===== src/rtl/iterative_divider_pkg.sv =====
// rtl/iterative_divider_pkg.sv - shared FSM state type and default width for the divider
package iterative_divider_pkg;

  localparam int DEFAULT_WIDTH = 32;

  typedef enum logic [1:0] {
    IDLE = 2'd0,
    CALC = 2'd1,
    DONE = 2'd2
  } state_t;

endpackage


===== src/rtl/iterative_divider_if.sv =====
// rtl/iterative_divider_if.sv - request/result bundle between a divider client and the divider
interface iterative_divider_if
  import iterative_divider_pkg::*;
#(
  parameter int WIDTH = DEFAULT_WIDTH
);

  logic             start;
  logic             Signed;
  logic [WIDTH-1:0] dividend;
  logic [WIDTH-1:0] divisor;
  logic             busy;
  logic             done;
  logic [WIDTH-1:0] quotient;
  logic [WIDTH-1:0] remainder;
  logic             DivZero;

  modport master (
    output start, Signed, dividend, divisor,
    input  busy, done, quotient, remainder, DivZero
  );

  modport slave (
    input  start, Signed, dividend, divisor,
    output busy, done, quotient, remainder, DivZero
  );

endinterface


===== src/rtl/iterative_divider_div_step.sv =====
// rtl/iterative_divider_div_step.sv - one restoring shift-subtract step on unsigned magnitudes
module div_step #(
  parameter int WIDTH = 32
) (
  input  logic [WIDTH-1:0] i_rem,
  input  logic             i_bit,
  input  logic [WIDTH-1:0] i_div,
  output logic [WIDTH-1:0] o_rem,
  output logic             o_qbit
);

  logic [WIDTH:0] w_shift;
  logic [WIDTH:0] w_diff;

  assign w_shift = {i_rem, i_bit};
  assign w_diff  = w_shift - {1'b0, i_div};

  // i_rem < i_div keeps w_shift below 2*i_div, so the top bit of the
  // difference is set exactly when the trial subtraction underflows.
  assign o_qbit = ~w_diff[WIDTH];
  assign o_rem  = o_qbit ? w_diff[WIDTH-1:0] : w_shift[WIDTH-1:0];

endmodule


===== src/rtl/iterative_divider.sv =====
// rtl/iterative_divider.sv - multi-cycle signed/unsigned restoring divider, one quotient bit per clock
module iterative_divider
  import iterative_divider_pkg::*;
#(
  parameter int WIDTH = DEFAULT_WIDTH
) (
  input  logic              clk,
  input  logic              rst,
  iterative_divider_if.slave bus
);

  localparam int CW = $clog2(WIDTH + 1);

  state_t           r_state;
  state_t           w_next;
  logic [CW-1:0]    r_count;
  logic [WIDTH-1:0] r_rem;
  logic [WIDTH-1:0] r_quo;
  logic [WIDTH-1:0] r_div;
  logic             r_neg_q;
  logic             r_neg_r;
  logic [WIDTH-1:0] r_q;
  logic [WIDTH-1:0] r_r;
  logic             r_dz;

  logic             w_busy;
  logic             w_done;
  logic             w_a_neg;
  logic             w_b_neg;
  logic [WIDTH-1:0] w_a_mag;
  logic [WIDTH-1:0] w_b_mag;
  logic             w_div_zero;
  logic             w_accept;
  logic             w_last;
  logic [WIDTH-1:0] w_rem_next;
  logic             w_qbit;
  logic [WIDTH-1:0] w_q_mag;
  logic [WIDTH-1:0] w_q_fix;
  logic [WIDTH-1:0] w_r_fix;

  // Operands are reduced to magnitudes at capture; the most-negative value
  // maps to 2^(WIDTH-1), which still fits as an unsigned magnitude.
  assign w_a_neg    = bus.Signed & bus.dividend[WIDTH-1];
  assign w_b_neg    = bus.Signed & bus.divisor[WIDTH-1];
  assign w_a_mag    = w_a_neg ? -bus.dividend : bus.dividend;
  assign w_b_mag    = w_b_neg ? -bus.divisor : bus.divisor;
  assign w_div_zero = (bus.divisor == '0);
  assign w_accept   = (r_state == IDLE) && bus.start;
  assign w_last     = (r_state == CALC) && (r_count == CW'(1));

  div_step #(
    .WIDTH (WIDTH)
  ) u_div_step (
    .i_rem  (r_rem),
    .i_bit  (r_quo[WIDTH-1]),
    .i_div  (r_div),
    .o_rem  (w_rem_next),
    .o_qbit (w_qbit)
  );

  // r_quo shifts dividend bits out of the top while quotient bits enter at the bottom.
  assign w_q_mag = {r_quo[WIDTH-2:0], w_qbit};
  assign w_q_fix = r_neg_q ? -w_q_mag : w_q_mag;
  assign w_r_fix = r_neg_r ? -w_rem_next : w_rem_next;

  always_ff @(posedge clk) begin
    if (rst) begin
      r_state <= IDLE;
    end else begin
      r_state <= w_next;
    end
  end

  always_comb begin
    w_next = r_state;
    case (r_state)
      IDLE: begin
        if (bus.start) begin
          w_next = w_div_zero ? DONE : CALC;
        end
      end
      CALC: begin
        if (r_count == CW'(1)) begin
          w_next = DONE;
        end
      end
      DONE:    w_next = IDLE;
      default: w_next = IDLE;
    endcase
  end

  always_comb begin
    w_busy = 1'b0;
    w_done = 1'b0;
    case (r_state)
      CALC: w_busy = 1'b1;
      DONE: begin
        w_busy = 1'b1;
        w_done = 1'b1;
      end
      default: begin
        w_busy = 1'b0;
        w_done = 1'b0;
      end
    endcase
  end

  always_ff @(posedge clk) begin
    if (rst) begin
      r_count <= '0;
      r_rem   <= '0;
      r_quo   <= '0;
      r_div   <= '0;
      r_neg_q <= 1'b0;
      r_neg_r <= 1'b0;
      r_q     <= '0;
      r_r     <= '0;
      r_dz    <= 1'b0;
    end else if (w_accept) begin
      r_count <= CW'(WIDTH);
      r_rem   <= '0;
      r_quo   <= w_a_mag;
      r_div   <= w_b_mag;
      r_neg_q <= w_a_neg ^ w_b_neg;
      r_neg_r <= w_a_neg;
      if (w_div_zero) begin
        r_q  <= '1;
        r_r  <= bus.dividend;
        r_dz <= 1'b1;
      end
    end else if (r_state == CALC) begin
      r_count <= r_count - CW'(1);
      r_rem   <= w_rem_next;
      r_quo   <= w_q_mag;
      if (w_last) begin
        r_q  <= w_q_fix;
        r_r  <= w_r_fix;
        r_dz <= 1'b0;
      end
    end
  end

  assign bus.busy      = w_busy;
  assign bus.done      = w_done;
  assign bus.quotient  = r_q;
  assign bus.remainder = r_r;
  assign bus.DivZero   = r_dz;

endmodule


===== src/flat_wrapper.sv =====
// flat-port wrapper written by rule: the top's interface ports become plain ports
module iterative_divider_flat import iterative_divider_pkg::*;
#(
  parameter int WIDTH = DEFAULT_WIDTH
)
  (clk, rst, bus_start, bus_Signed, bus_dividend, bus_divisor, bus_busy, bus_done, bus_quotient, bus_remainder, bus_DivZero);
  iterative_divider_if #(.WIDTH(WIDTH)) bus_i ();
  input  logic clk;
  input  logic rst;
  input wire logic [$bits(bus_i.start)-1:0] bus_start;
  input wire logic [$bits(bus_i.Signed)-1:0] bus_Signed;
  input wire logic [$bits(bus_i.dividend)-1:0] bus_dividend;
  input wire logic [$bits(bus_i.divisor)-1:0] bus_divisor;
  output wire logic [$bits(bus_i.busy)-1:0] bus_busy;
  output wire logic [$bits(bus_i.done)-1:0] bus_done;
  output wire logic [$bits(bus_i.quotient)-1:0] bus_quotient;
  output wire logic [$bits(bus_i.remainder)-1:0] bus_remainder;
  output wire logic [$bits(bus_i.DivZero)-1:0] bus_DivZero;
  assign bus_i.start = bus_start;
  assign bus_i.Signed = bus_Signed;
  assign bus_i.dividend = bus_dividend;
  assign bus_i.divisor = bus_divisor;
  assign bus_busy = bus_i.busy;
  assign bus_done = bus_i.done;
  assign bus_quotient = bus_i.quotient;
  assign bus_remainder = bus_i.remainder;
  assign bus_DivZero = bus_i.DivZero;
  iterative_divider #(.WIDTH(WIDTH)) u_core (.clk(clk), .rst(rst), .bus(bus_i));
endmodule

===== config.mk =====
export PLATFORM = sky130hd
export DESIGN_NAME = iterative_divider_flat
export DESIGN_NICKNAME = d
export VERILOG_FILES = /design/src/rtl/iterative_divider_pkg.sv /design/src/rtl/iterative_divider_if.sv /design/src/rtl/iterative_divider_div_step.sv /design/src/rtl/iterative_divider.sv /design/src/flat_wrapper.sv
export SDC_FILE = /design/constraint.sdc
export NUM_CORES = 1
export LEC_CHECK = 0
export ABC_AREA = 1
export CORE_MARGIN = 1.5
export CORE_UTILIZATION = 53
export DETAILED_ROUTE_END_ITERATION = 6
export GPL_ROUTABILITY_DRIVEN = 0
export PLACE_DENSITY = 0.9
export SLEW_MARGIN = 15
export SYNTH_ARGS = -nofsm -noshare
export SYNTH_HDL_FRONTEND = slang
export SYNTH_SLANG_ARGS = --single-unit

===== constraint.sdc =====
create_clock -name clk -period 4.35 [get_ports clk]
set_clock_uncertainty 0.1 [all_clocks]
set_input_delay 0.6525 -clock clk [delete_from_list [all_inputs] [get_ports clk]]
set_output_delay 0.6525 -clock clk [all_outputs]
set_load 0.01 [all_outputs]

# ---- Yosys cells after proc, flatten, opt, wreduce, memory -nomap -nowiden
# Index checks and enable logic that the tools add are counted.
dict set report word_totals {
  ff_bits 171
  latchBits 0
  ramBits 0
  romBits 0
  output_inout_bits 67
  elab_cells 64
  mem_count 0
}
dict set report op_classes {
  n_addsub 6
  mul 0
  n_div 0
  order_cmp 0
  eq_ne 6
  shift 0
  n_mux 27
  n_bitwise 4
  reduce_logical 10
}
# cell count
set ops {}
lappend ops {{32-bit two-way mux} 15}
lappend ops {{32-bit negator} 4}
lappend ops {{33-bit by 32-bit subtractor with 33-bit output} 1}
lappend ops {{32-bit logical NOT} 1}
lappend ops {{6-bit two-way mux} 2}
lappend ops {{6-bit by 1-bit == test with 1-bit output (second input constant)} 1}
lappend ops {{1-bit two-way mux} 6}
lappend ops {{2-bit two-way mux} 3}
lappend ops {{6-bit by 1-bit subtractor with 6-bit output (second input constant)} 1}
lappend ops {{2-bit by 1-bit != test with 1-bit output (second input constant)} 2}
lappend ops {{2-bit one-hot mux with 2 select lines} 1}
lappend ops {{2-bit nonzero test} 2}
lappend ops {{2-bit OR reduction} 2}
lappend ops {{3-bit AND reduction} 1}
lappend ops {{1-bit bitwise AND} 2}
lappend ops {{2-bit by 1-bit == test with 1-bit output (second input constant)} 1}
lappend ops {{2-bit == test (second input constant)} 1}
lappend ops {{1-bit logical AND} 2}
lappend ops {{2-bit logical NOT} 1}
lappend ops {{2-bit != test (second input constant)} 1}
lappend ops {{2-bit AND reduction} 1}
lappend ops {{1-bit inverter} 1}
lappend ops {{1-bit bitwise XOR} 1}

# ---- Longest topological paths before layout
dict set report depth {
  ltp_word 7
  mapped_depth 30
}

# ---- By module
# From an unflattened synthesis, not the netlist that was laid out.
dict set report hier_totals {
  cells_unflattened 2426
  hier_area_um2 13565.5
}
# mod instances cells_per_inst area_each_um2 seq_area_each_um2
set modules_own_cells {}
lappend modules_own_cells {iterative_divider 1 1743 10402.5 3423.3}
lappend modules_own_cells {div_step 1 683 3163.0 0.0}

# ---- Worst setup path before layout
# Ideal clock, no wire load.
dict set report synth_timing {
  path_kind {register to register}
  startpoint {reg u_core.r_quo[31]}
  endpoint {reg u_core.r_q[30], in the netlist u_core.bus.quotient[30]}
  t_arrival_ns 3.948
  required_time_ns 4.118
  setup_slack_ns 0.170
  stages_incl_launch_ff 30
  path_buffers 2
  period_less_slack_ns 4.180
  cell_sequence {dfxtp_1 > inv_1 > ha_1 > inv_1 > fa_1 > nand2_1 > nand2_1 > nand3_2 > nand2_2 > nand2_2 > nand2_2 > nand2_2 > nand3_1 > nand2_4 > buf_4 > buf_2 > ha_1 > nand3_1 > nor3_1 > nand2_1 > nor3_1 > nand4_1 > nor2_1 > nor2_1 > nor2_1 > o21ai_0 > a21oi_1 > xor2_1 > o21ai_0 > a21oi_1}
}
dict set report synth_via {
  elab_chain_cells 7
}
# item line
set synth_lines {}
lappend synth_lines {{start, declared} iterative_divider.sv:18} ;# logic [WIDTH-1:0] r_quo;
lappend synth_lines {{start signal, assigned} iterative_divider.sv:122} ;# r_quo <= w_a_mag;
lappend synth_lines {{start signal, assigned} iterative_divider.sv:134} ;# r_quo <= w_q_mag;
lappend synth_lines {{33-bit by 32-bit subtractor with 33-bit output} iterative_divider_div_step.sv:16} ;# assign w_diff = w_shift - {1'b0, i_div};
lappend synth_lines {{1-bit inverter} iterative_divider_div_step.sv:20} ;# assign o_qbit = ~w_diff[WIDTH];
lappend synth_lines {{32-bit negator} iterative_divider.sv:63} ;# assign w_q_fix = r_neg_q ? -w_q_mag : w_q_mag;
lappend synth_lines {{32-bit two-way mux} iterative_divider.sv:63}
lappend synth_lines {{32-bit two-way mux} iterative_divider.sv:135} ;# if (w_last) begin
lappend synth_lines {{32-bit two-way mux} iterative_divider.sv:131} ;# end else if (r_state == CALC) begin
lappend synth_lines {{32-bit two-way mux} iterative_divider.sv:119} ;# end else if (w_accept) begin
lappend synth_lines {{end signal, assigned} iterative_divider.sv:136} ;# r_q <= w_q_fix;
lappend synth_lines {{end, declared} iterative_divider.sv:22} ;# logic [WIDTH-1:0] r_q;
# Every way passes these cells. The select of a mux whose other input is x is not followed.
# A chain may end at the register's enable or synchronous reset.

# ---- Final worst setup path
# Same ends and word-level chain as after synthesis.

==> results.json <==
{
  "status": "finished, violations left",
  "violations": "design-rule violations",
  "synthTopCellsByCount": "nand2_1, inv_1, nor2_1",
  "hold-path-cell-count": 2,
  "antenna_cells": 0,
  "io_buffers": 134,
  "route.detailed.drc": 9,
  "reg2regPathDepth": 29,
  "worst_path_largest_cell_delay_ps": 350,
  "routed_wl_mm": 43.02,
  "synth_fp_nets": 2286,
  "cp.depth": 29,
  "peakVddDrop_mv": 0.3365,
  "antenna_found_initial": 1,
  "whs_endpoint": "u_core.bus.quotient[19]",
  "clk_pin_slew_ps": 80,
  "cap_violations": 0,
  "yosysTopAreaCell": "dfxtp_1",
  "dp_hpwl_mm": 31.65,
  "nNetsFinal": 2375,
  "p_per_area_nw_per_um2": 548.9,
  "layoutNonFillerInstCount": 2602,
  "synth_seq_cells": 171,
  "syn_avg_cell_area_sq_um": 6.017,
  "grt.total_usage": 0.3260,
  "crit_type": "flop to flop",
  "arrival_ps": 4440,
  "wl_per_cell_microns": 16.53,
  "min_from": "u_core.bus.quotient[19]",
  "clock-sinks": 171,
  "fp.dieH_microns": 160.2,
  "start_util": 0.5400,
  "ys_async_sr_fraction": 0,
  "grt_pass1_vias": 13920,
  "grt_first_pass_wirelength_mm": 68.34,
  "cp-end-kind": "flop",
  "synth_area_leaders": "dfxtp_1, nand2_1, inv_1",
  "slew_violations": 0,
  "final_layout_size_suffix_gt1_frac": 0.07243,
  "die_width_microns": 160.2,
  "fp.coreArea_sq_um": 24250,
  "start_kind": "flop",
  "p_leak_nw": 7.288,
  "cts_root_buffer": "clkbuf_16",
  "hold_viol": 0,
  "cts_buffers": 17,
  "boundaryPins": 135,
  "worst_pin_slew_ps": 1017,
  "ant_nets": 0,
  "drtIter0Drc": 2206,
  "timing.rr.end": "u_core.bus.quotient[30]",
  "dp.cells": 2569,
  "startpoint": "u_core.r_quo[31]",
  "synth_edf_count": 0,
  "fillCellCount": 2099,
  "syn-cell-area_sq_um": 13090,
  "min_path_type": "flop to flop",
  "post_dp_cell_area_sq_um": 14620,
  "cp_common_cell": "nand2_2",
  "via_per_inst": 5.865,
  "critPathMaxFanout": 4,
  "required_ps": 4640,
  "grt_start_max_net_pins": 79,
  "grt_remaining_overflow": 0,
  "fp-row-count": 57,
  "synth_top_area_frac": 0.2614,
  "finalCritPeriodShare": 0.9535,
  "dieArea_sq_um": 25660,
  "htree_levels": 4,
  "ff2ff_setup_slack_ps": 200,
  "r2r_start": "u_core.r_quo[31]",
  "crit_slowest_cell": "dfxtp_1",
  "ys_types": 59,
  "path_buf_inv": 3,
  "cts.path.max_buffers": 2,
  "holdBufCountCts": 0,
  "areaGrowthSynthToFinish_pct": 17.20,
  "cts_tree": "yes",
  "critPathTopFamily": "simple AND/OR/NAND/NOR gates",
  "vias": 15260,
  "fmax_ghz": 0.2411,
  "firstDrtPassIters": 7,
  "yosysWarnings": 0,
  "period_needed_ps": 4148,
  "stdcell_area_sq_um": 15350,
  "synth.most_common_cell": "nand2_1",
  "slew_headroom": 0.3212,
  "synth-seq-area-share": 0.2614,
  "synthFlopType": "dfxtp_1",
  "clkLatencyLatePin_ps": 450,
  "syn_inst": 2176,
  "setup_viol": 0
}
flip-flops by register name (all words and copies together), names as in the netlist:
name	cells
u_core.bus.DivZero	1
u_core.r_count	6
u_core.r_div	32
u_core.r_quo	32
u_core.bus.quotient	32
u_core.r_neg_q	1
u_core.bus.remainder	32
u_core.r_rem	32
u_core.r_state	2
u_core.r_neg_r	1
layout by cell type, fill, tap and decap left out, types with 12 or more instances in the layout:
cell type        instances
o211ai_1                27
clkbuf_16               17
a21oi_1                138
inv_1                  343
o21ai_0                182
a31oi_1                 29
xor2_1                  20
buf_4                   20
nand2_2                 28
ha_1                    37
inv_2                   12
nor2_1                 198
o22ai_1                 21
clkdlybuf4s50_1        134
nand3b_1                13
nor2_2                  19
nor3_1                  37
nand2_1                536
nand3_1                118
dfxtp_1                171
nand4_1                 22
where the power goes:
group / switching (mW) / internal (mW)
Sequential: 0.133 / 1.72
Combinational: 3.47 / 1.50
Clock: 0.760 / 0.839
Total: 4.36 / 4.06
worst max path at each step:
stage	slack, ps	endpoint
after floorplan	170	u_core.bus.quotient[30]
after global placement	130	u_core.bus.quotient[30]
after detailed placement	-80	u_core.bus.quotient[30]
after CTS	8	u_core.bus.quotient[30]
after global routing	-60	u_core.bus.quotient[30]
final	200	u_core.bus.quotient[30]
tightest hold or removal path, stage by stage, from the launching register on:
cell	delay, ps
dfxtp_1	310
nand2_1	60
a21oi_1	50
cells by family after synthesis:
logic type / count (synthesis) / synth area share
buf+inv: 447 / 0.1340
compound gates: 467 / 0.2043
flops: 171 / 0.2614
mux: 3 / 0.002293
fa+ha+maj: 42 / 0.04071
xor+xnor: 30 / 0.02007
simple gates: 1016 / 0.3372
final cells by class:
cell class / instances / area, sq um / share of cell area
Multi-Input combinational cell: 1558 / 8035 / 0.5236
Clock inverter: 14 / 170.2 / 0.01109
Inverter: 362 / 1361 / 0.08871
Sequential cell: 171 / 3423 / 0.2231
Clock buffer: 18 / 439.2 / 0.02862
Tap cell: 324 / 405.4 / 0.02642
Timing Repair Buffer: 155 / 1511 / 0.09849
per-stage QoR:
stage / hold WS (ps) / util / setup TNS (ps) / setup WS (ps) / power [mW]
after floorplan: 322.2 / - / 0 / 169.7 / 5.477
after global placement: 336.5 / 0.6029 / 0 / 126.8 / 6.378
after detailed placement: 355.8 / 0.6029 / -75.61 / -75.61 / 6.531
after CTS: 369.8 / 0.6282 / 0 / 7.522 / 8.143
after global routing: 385.1 / 0.6329 / -67.96 / -58.71 / 8.984
final: 369.2 / 0.6329 / 0 / 202.3 / 8.423
what timing repair did:
action / in CTS / in global routing
setup buffers: 0 / 1
pin swaps: 0 / 5
endpoints found under the setup margin: 2 / 8
resized for setup: 1 / 27
layer usage:
| layer | GRT usage | routed length [microns] | up-vias |
|---|---|---|---|
| li1 | - | - | 7230 |
| met1 | 0.4097 | 17110 | 6868 |
| met2 | 0.5245 | 19130 | 965 |
| met3 | 0.07195 | 4580 | 195 |
| met4 | 0.1669 | 2189 | 2 |
| met5 | 0 | 13 | - |
No activity file was read; power rests on OpenSTA's default activity.
